===== src/rtl/led_pattern_sched.sv =====
// led_pattern_sched: sequences a 4-bit LED bank (1 = lit) under commands
// from two sources (A: key panel, B: host/debug) that share the block through
// a round-robin valid/ready arbiter. Commands set the pattern mode, the step
// rate and a pause flag; a prescaler paces the pattern steps.
module led_pattern_sched #(
  parameter int unsigned TICK_BASE = 25_000_000,
  parameter int unsigned MODE_RST  = 3,
  parameter int unsigned SPEED_RST = 0
) (
  input  logic       sys_clk,
  input  logic       sys_rst_n,
  input  logic       a_valid,
  input  logic [1:0] a_op,
  input  logic [2:0] a_arg,
  output logic       a_ready,
  input  logic       b_valid,
  input  logic [1:0] b_op,
  input  logic [2:0] b_arg,
  output logic       b_ready,
  output logic [3:0] led,
  output logic [2:0] mode_o,
  output logic [1:0] speed_o,
  output logic       paused_o,
  output logic       tick_o,
  output logic       err_o
);

  localparam int unsigned CW = (TICK_BASE > 1) ? $clog2(TICK_BASE) : 1;

  typedef enum logic [1:0] {
    OP_SET_MODE  = 2'd0,
    OP_SPEED     = 2'd1,
    OP_PAUSE     = 2'd2,
    OP_NEXT_MODE = 2'd3
  } op_e;

  typedef enum logic [2:0] {
    M_OFF   = 3'd0,
    M_SHL   = 3'd1,
    M_SHR   = 3'd2,
    M_PING  = 3'd3,
    M_BLINK = 3'd4
  } mode_e;

  localparam mode_e MODE_RST_E = mode_e'(3'(MODE_RST));

  // Pattern value loaded whenever a mode is (re)entered.
  function automatic logic [3:0] entry_led(input mode_e m);
    case (m)
      M_OFF:   entry_led = 4'b0000;
      M_SHR:   entry_led = 4'b1000;
      M_BLINK: entry_led = 4'b1111;
      default: entry_led = 4'b0001;
    endcase
  endfunction

  // Registered state and its next-state values.
  mode_e         mode_q, mode_d;
  logic [3:0]    led_q, led_d;
  logic          dir_l_q, dir_l_d;     // pingpong direction, 1 = moving left
  logic [1:0]    speed_q, speed_d;
  logic          paused_q, paused_d;
  logic [CW-1:0] cnt_q, cnt_d;
  logic          tick_q, tick_d;
  logic          err_q, err_d;
  logic          last_b_q, last_b_d;   // 1 = source B won the last grant

  // Arbiter and decoded command.
  logic          grant_a, grant_b, cmd_valid;
  op_e           cmd_op;
  logic [2:0]    cmd_arg;

  // Derived helpers.
  logic [CW-1:0] last_cnt;
  logic [3:0]    step_led;
  logic          step_dir;
  mode_e         next_mode;

  // State register: every piece of sequencer state, async reset.
  always_ff @(posedge sys_clk or negedge sys_rst_n) begin
    if (!sys_rst_n) begin
      mode_q   <= MODE_RST_E;
      led_q    <= entry_led(MODE_RST_E);
      dir_l_q  <= 1'b1;
      speed_q  <= 2'(SPEED_RST);
      paused_q <= 1'b0;
      cnt_q    <= '0;
      tick_q   <= 1'b0;
      err_q    <= 1'b0;
      last_b_q <= 1'b1;  // B counted as last winner so a tie goes to A first
    end else begin
      // NOTE: non-blocking assignments so every register samples pre-edge values.
      mode_q   <= mode_d;
      led_q    <= led_d;
      dir_l_q  <= dir_l_d;
      speed_q  <= speed_d;
      paused_q <= paused_d;
      cnt_q    <= cnt_d;
      tick_q   <= tick_d;
      err_q    <= err_d;
      last_b_q <= last_b_d;
    end
  end

  // Round-robin grant: a lone requester wins, a tie goes to the source not granted last.
  always_comb begin
    grant_a   = a_valid & (~b_valid | last_b_q);
    grant_b   = b_valid & ~grant_a;
    cmd_valid = grant_a | grant_b;
    cmd_op    = op_e'(grant_a ? a_op : b_op);
    cmd_arg   = grant_a ? a_arg : b_arg;
  end

  // Terminal prescaler count for the current speed (period never below one clock).
  always_comb begin
    if ((TICK_BASE >> speed_q) == 0) last_cnt = '0;
    else                             last_cnt = CW'((TICK_BASE >> speed_q) - 1);
  end

  // One pattern step from the current LED value for the current mode.
  always_comb begin
    // NOTE: every signal gets a default first so no latches are inferred.
    step_led = led_q;
    step_dir = dir_l_q;
    case (mode_q)
      M_SHL:   step_led = {led_q[2:0], led_q[3]};
      M_SHR:   step_led = {led_q[0], led_q[3:1]};
      M_PING: begin
        if (dir_l_q) begin
          if (led_q[3]) begin
            step_led = 4'b0100;
            step_dir = 1'b0;
          end else begin
            step_led = {led_q[2:0], 1'b0};
          end
        end else begin
          if (led_q[0]) begin
            step_led = 4'b0010;
            step_dir = 1'b1;
          end else begin
            step_led = {1'b0, led_q[3:1]};
          end
        end
      end
      M_BLINK: step_led = ~led_q;
      default: step_led = led_q;  // OFF holds 0000
    endcase
  end

  // NEXT_MODE successor: 1->2->3->4->1, anything else (OFF) goes to 1.
  always_comb begin
    case (mode_q)
      M_SHL:   next_mode = M_SHR;
      M_SHR:   next_mode = M_PING;
      M_PING:  next_mode = M_BLINK;
      default: next_mode = M_SHL;
    endcase
  end

  // Next-state: an accepted command takes priority over a prescaler step.
  // Any accepted command holds the prescaler unless the command clears it.
  always_comb begin
    mode_d   = mode_q;
    led_d    = led_q;
    dir_l_d  = dir_l_q;
    speed_d  = speed_q;
    paused_d = paused_q;
    cnt_d    = cnt_q;
    tick_d   = 1'b0;
    err_d    = 1'b0;
    last_b_d = last_b_q;
    if (cmd_valid) begin
      last_b_d = grant_b;
      case (cmd_op)
        OP_SET_MODE: begin
          if (cmd_arg <= 3'd4) begin
            mode_d  = mode_e'(cmd_arg);
            led_d   = entry_led(mode_e'(cmd_arg));
            dir_l_d = 1'b1;
            cnt_d   = '0;
          end else begin
            err_d = 1'b1;
          end
        end
        OP_SPEED: begin
          speed_d = cmd_arg[1:0];
          cnt_d   = '0;
        end
        OP_PAUSE: paused_d = cmd_arg[0];
        OP_NEXT_MODE: begin
          mode_d  = next_mode;
          led_d   = entry_led(next_mode);
          dir_l_d = 1'b1;
          cnt_d   = '0;
        end
        default: ;
      endcase
    end else if (!paused_q) begin
      if (cnt_q == last_cnt) begin
        cnt_d   = '0;
        led_d   = step_led;
        dir_l_d = step_dir;
        tick_d  = 1'b1;
      end else begin
        cnt_d = cnt_q + CW'(1);
      end
    end
  end

  // Outputs: registered state straight out, readies straight from the arbiter.
  always_comb begin
    a_ready  = grant_a;
    b_ready  = grant_b;
    led      = led_q;
    mode_o   = mode_q;
    speed_o  = speed_q;
    paused_o = paused_q;
    tick_o   = tick_q;
    err_o    = err_q;
  end

endmodule


===== config.mk =====
export PLATFORM = sky130hd
export DESIGN_NAME = led_pattern_sched
export DESIGN_NICKNAME = d
export VERILOG_FILES = /design/src/rtl/led_pattern_sched.sv
export SDC_FILE = /design/constraint.sdc
export NUM_CORES = 1
export LEC_CHECK = 0
export ABC_AREA = 1
export BUFFER_PORTS_ARGS = -buffer_cell sky130_fd_sc_hd__buf_2
export CAP_MARGIN = 40
export CORE_UTILIZATION = 50
export DETAILED_ROUTE_END_ITERATION = 8
export PLACE_DENSITY_LB_ADDON = 0.12
export SKIP_CTS_REPAIR_TIMING = 1
export SLEW_MARGIN = 0
export SYNTH_ARGS = -nofsm -noshare
export SYNTH_HDL_FRONTEND = slang
export SYNTH_SLANG_ARGS = --single-unit

===== constraint.sdc =====
create_clock -name sys_clk -period 2.8 [get_ports sys_clk]
set_clock_uncertainty 0.15 [all_clocks]
set_input_delay 0.14 -clock sys_clk [delete_from_list [all_inputs] [get_ports sys_clk]]
set_output_delay 0.14 -clock sys_clk [all_outputs]
set_load 0.01 [all_outputs]

==> flow_metrics.env <==
export IMPL_fin_crit_sh=0.894
export IMPL_synthCells=551
export IMPL_gp_routability_congestion=0.964
export IMPL_worst_slew_pin_transition_ps=596
export IMPL_mappedNetlistNets=567
export IMPL_clock_tree_from_tritoncts="yes"
export IMPL_route_detailed_drc=0
export IMPL_tritoncts_num_buffers=5
export IMPL_dr_total_vias=3490
export IMPL_cpLargestDelayFamily="simple AND/OR/NAND/NOR gates"
export IMPL_layout_drive_gt1_share=0.128
export IMPL_critPathLaunchType="flop"
export IMPL_end_of_the_worst_register_to_register_path="cnt_q[12]"
export IMPL_place_detailed_hpwl_um=6920
export IMPL_die_y_um=83.3
export IMPL_die_x_um=83.3
export IMPL_hold_class="primary input to flop"
export IMPL_ys_warnings_count=0
export IMPL_grtUsageTotal=0.267
export IMPL_number_of_top_level_pins=28
export IMPL_ys_async_sr_fraction=1.00
export IMPL_first_global_vias=3206
export IMPL_critPathArrivalTime_ps=2540
export IMPL_synth_seq_cells=39
export IMPL_area_delta_synth_final_pct=8.85
export IMPL_coreArea_um2=6390
export IMPL_slew_violations=0
export IMPL_route_met3_wl_um=470
export IMPL_detailedRoute_firstPassIterationCount=5
export IMPL_critical_path_peak_fanout=11
export IMPL_clock_latency_ps=300
export IMPL_cts_buffer_depth=2
export IMPL_reg2reg_from="speed_o[0]"
export IMPL_wirelength_met1_um=3860
export IMPL_critical_path_endpoint_type="flop"
export IMPL_synth_flop_type="sky130_fd_sc_hd__dfrtp_1"
export IMPL_route_detailed_wl_per_inst_um=13.7
export IMPL_cap_viol_max_count=0
export IMPL_worst_setup_path_type="flop to flop"
export IMPL_postSynthAreaPerCell_um2=6.00
export IMPL_grt_setup_unrepaired="false"
export IMPL_min_delay_start="a_valid"
export IMPL_number_of_flops_mapped_to_enable_cells_by_yosys=0
export IMPL_wire_length_of_the_first_global_routing_pass_um=14900
export IMPL_multi_input_comb_area_um2=1940
export IMPL_ir_drop_uv=341
export IMPL_finalHoldViolations=0
export IMPL_worstPathRequired_ps=2840
export IMPL_holdPathStages=2
export IMPL_final_setup_viol_count=0
export IMPL_routed_top_layer="met4"
export IMPL_antenna_cells=0
export IMPL_cp_cell_sequence="inv_2 > nand2_1 > ha_1 > inv_1 > nand2_1 > nand2_1 > nand2_1 > nor2_1 > nand2_1 > nor2_1 > nand2_1 > nand2_2 > nand2_4 > inv_4 > nor2_1"
export IMPL_shortest_clock_period_the_worst_path_allows_after_layout_ps=2500
export IMPL_antenna_found_initial=0
export IMPL_cts_sinks=39
export IMPL_reg2reg_slack_ps=300
export IMPL_floorplan_die_area_um2=6950
export IMPL_ys_types=32
export IMPL_port_buffers=27
export IMPL_max_stage_delay_ps=480
export IMPL_timing_hold_worst_endpoint="last_b_q"
export IMPL_synth_cell_area_um2=3310
export IMPL_power_per_cell_area_nw_per_um2=522
export IMPL_clock_root_buffer="sky130_fd_sc_hd__clkbuf_8"
export IMPL_final_antenna_net_count=0
export IMPL_grt_overflow_total=0
export IMPL_slew_headroom=0.598
export IMPL_combined_buffer_and_inverter_count_along_the_critical_path=3
export IMPL_final_net_count=595
export IMPL_rows=29
export IMPL_timing_setup_tns_ps=0
export IMPL_cpMaxStageDelayCell="sky130_fd_sc_hd__dfrtp_1"
export IMPL_static_leakage_power_uw=0.00192
export IMPL_htree_levels=2
export IMPL_dr_first_iter_drc_count=321
export IMPL_max_freq_mhz=400
export IMPL_vias_per_cell=5.31
export IMPL_finalHoldWorstSlack_ps=36.4
export IMPL_timing_reg2reg_worst_path_depth=15
export IMPL_worst_setup_hold_path_clk_slew_ps=90
export IMPL_critical_path_most_common_cell="sky130_fd_sc_hd__nand2_1"
export IMPL_filler_cell_count=666
export IMPL_synth_yosys_seq_area_share=0.297
export IMPL_routed_length_on_met2_um=4360
export IMPL_grt_max_degree=29
export IMPL_start_util=0.518
export IMPL_run_status="complete, no violations"
export IMPL_regArea_um2=982
export IMPL_finalWirelength_um=9000
==> layout make-up <==
class,instances,area share
tap,77,0.0268
clock buffer,6,0.0229
inverter,73,0.0768
multi-input combinational,427,0.540
timing repair buffer,33,0.0563
clock inverter,2,0.00452
sequential,39,0.273
==> routing by layer <==
layer	up-vias	global-route usage
li1	1769	-
met3	34	0.0497
met2	124	0.466
met5	-	0
met4	0	0.111
met1	1563	0.321
==> power by group <==
| part | internal, uW | total [uW] | switching, uW |
|---|---|---|---|
| Sequential | 645 | 731 | 86.1 |
| Combinational | 237 | 720 | 483 |
| Clock | 202 | 431 | 229 |
| Total | 1080 | 1880 | 798 |
==> worst reg2reg max path, delay by kind of cell, from the launching register on <==
kind | cells | cell delay, ps
adder cells (fa/ha/maj) | 1 | 330
buffers and inverters | 3 | 450
flip-flops | 1 | 480
AND/OR/NAND/NOR | 11 | 990
==> stage by stage <==
step	util	instance area, um^2	setup WS [ps]	power (uW)	instances
detailed placement	0.546	3490	257	1450	648
CTS	0.562	3590	221	1880	656
floorplan	-	3310	608	1260	551
global placement	0.542	3460	350	1430	647
global route	0.564	3600	24.1	2010	657
finish	0.564	3600	298	1880	657
==> worst max-delay path by stage <==
stage	startpoint	endpoint	slack, ps	cells past startpoint
after floorplan	speed_o[0]	cnt_q[12]	610	16
after global routing	speed_o[0]	cnt_q[19]	20	15
after CTS	speed_o[0]	cnt_q[12]	220	15
after global placement	speed_o[0]	cnt_q[12]	350	15
after detailed placement	speed_o[0]	cnt_q[16]	260	15
final	speed_o[0]	cnt_q[12]	300	15
==> flip-flops by register name, indices dropped and copies added, names as in the netlist <==
register and cells:
dir_l_q 1, speed_o 2, cnt_q 25, tick_o 1, err_o 1, last_b_q 1
led 4, mode_o 3, paused_o 1
==> cells in the final DEF, fill, tap and decap left out, types with 8 or more instances in the layout <==
cell,count
sky130_fd_sc_hd__nand3_1,51
sky130_fd_sc_hd__nor2_2,9
sky130_fd_sc_hd__nor2_1,67
sky130_fd_sc_hd__nand4_1,9
sky130_fd_sc_hd__dfrtp_1,34
sky130_fd_sc_hd__nor3_1,10
sky130_fd_sc_hd__o21ai_0,23
sky130_fd_sc_hd__a21oi_1,8
sky130_fd_sc_hd__inv_1,69
sky130_fd_sc_hd__nand2_1,216
sky130_fd_sc_hd__buf_2,27
sky130_fd_sc_hd__nand2_2,8
==> kinds of logic (layout without fill, tap and decap cells) <==
group,count (synthesis),count (layout),share of synthesized area
fa+ha+maj,2,2,0.00756
xor+xnor,3,3,0.00794
simple gates,388,388,0.519
buf+inv,85,114,0.115
flops,39,39,0.297
compound gates,34,34,0.0537
==> Yosys cell counts, types with 4 or more instances <==
master / n / share of area
sky130_fd_sc_hd__a21oi_1: 8 / 0.012
sky130_fd_sc_hd__buf_4: 4 / 0.0091
sky130_fd_sc_hd__buf_6: 6 / 0.020
sky130_fd_sc_hd__dfrtp_1: 34 / 0.26
sky130_fd_sc_hd__dfstp_2: 5 / 0.040
sky130_fd_sc_hd__inv_1: 69 / 0.078
sky130_fd_sc_hd__nand2_1: 216 / 0.25
sky130_fd_sc_hd__nand2_2: 8 / 0.015
sky130_fd_sc_hd__nand2_4: 4 / 0.014
sky130_fd_sc_hd__nand3_1: 51 / 0.077
sky130_fd_sc_hd__nand3b_1: 5 / 0.011
sky130_fd_sc_hd__nand4_1: 9 / 0.017
sky130_fd_sc_hd__nor2_1: 67 / 0.076
sky130_fd_sc_hd__nor2_2: 9 / 0.017
sky130_fd_sc_hd__nor3_1: 10 / 0.015
sky130_fd_sc_hd__o21ai_0: 23 / 0.035
Power figures use the tool's default switching activity.
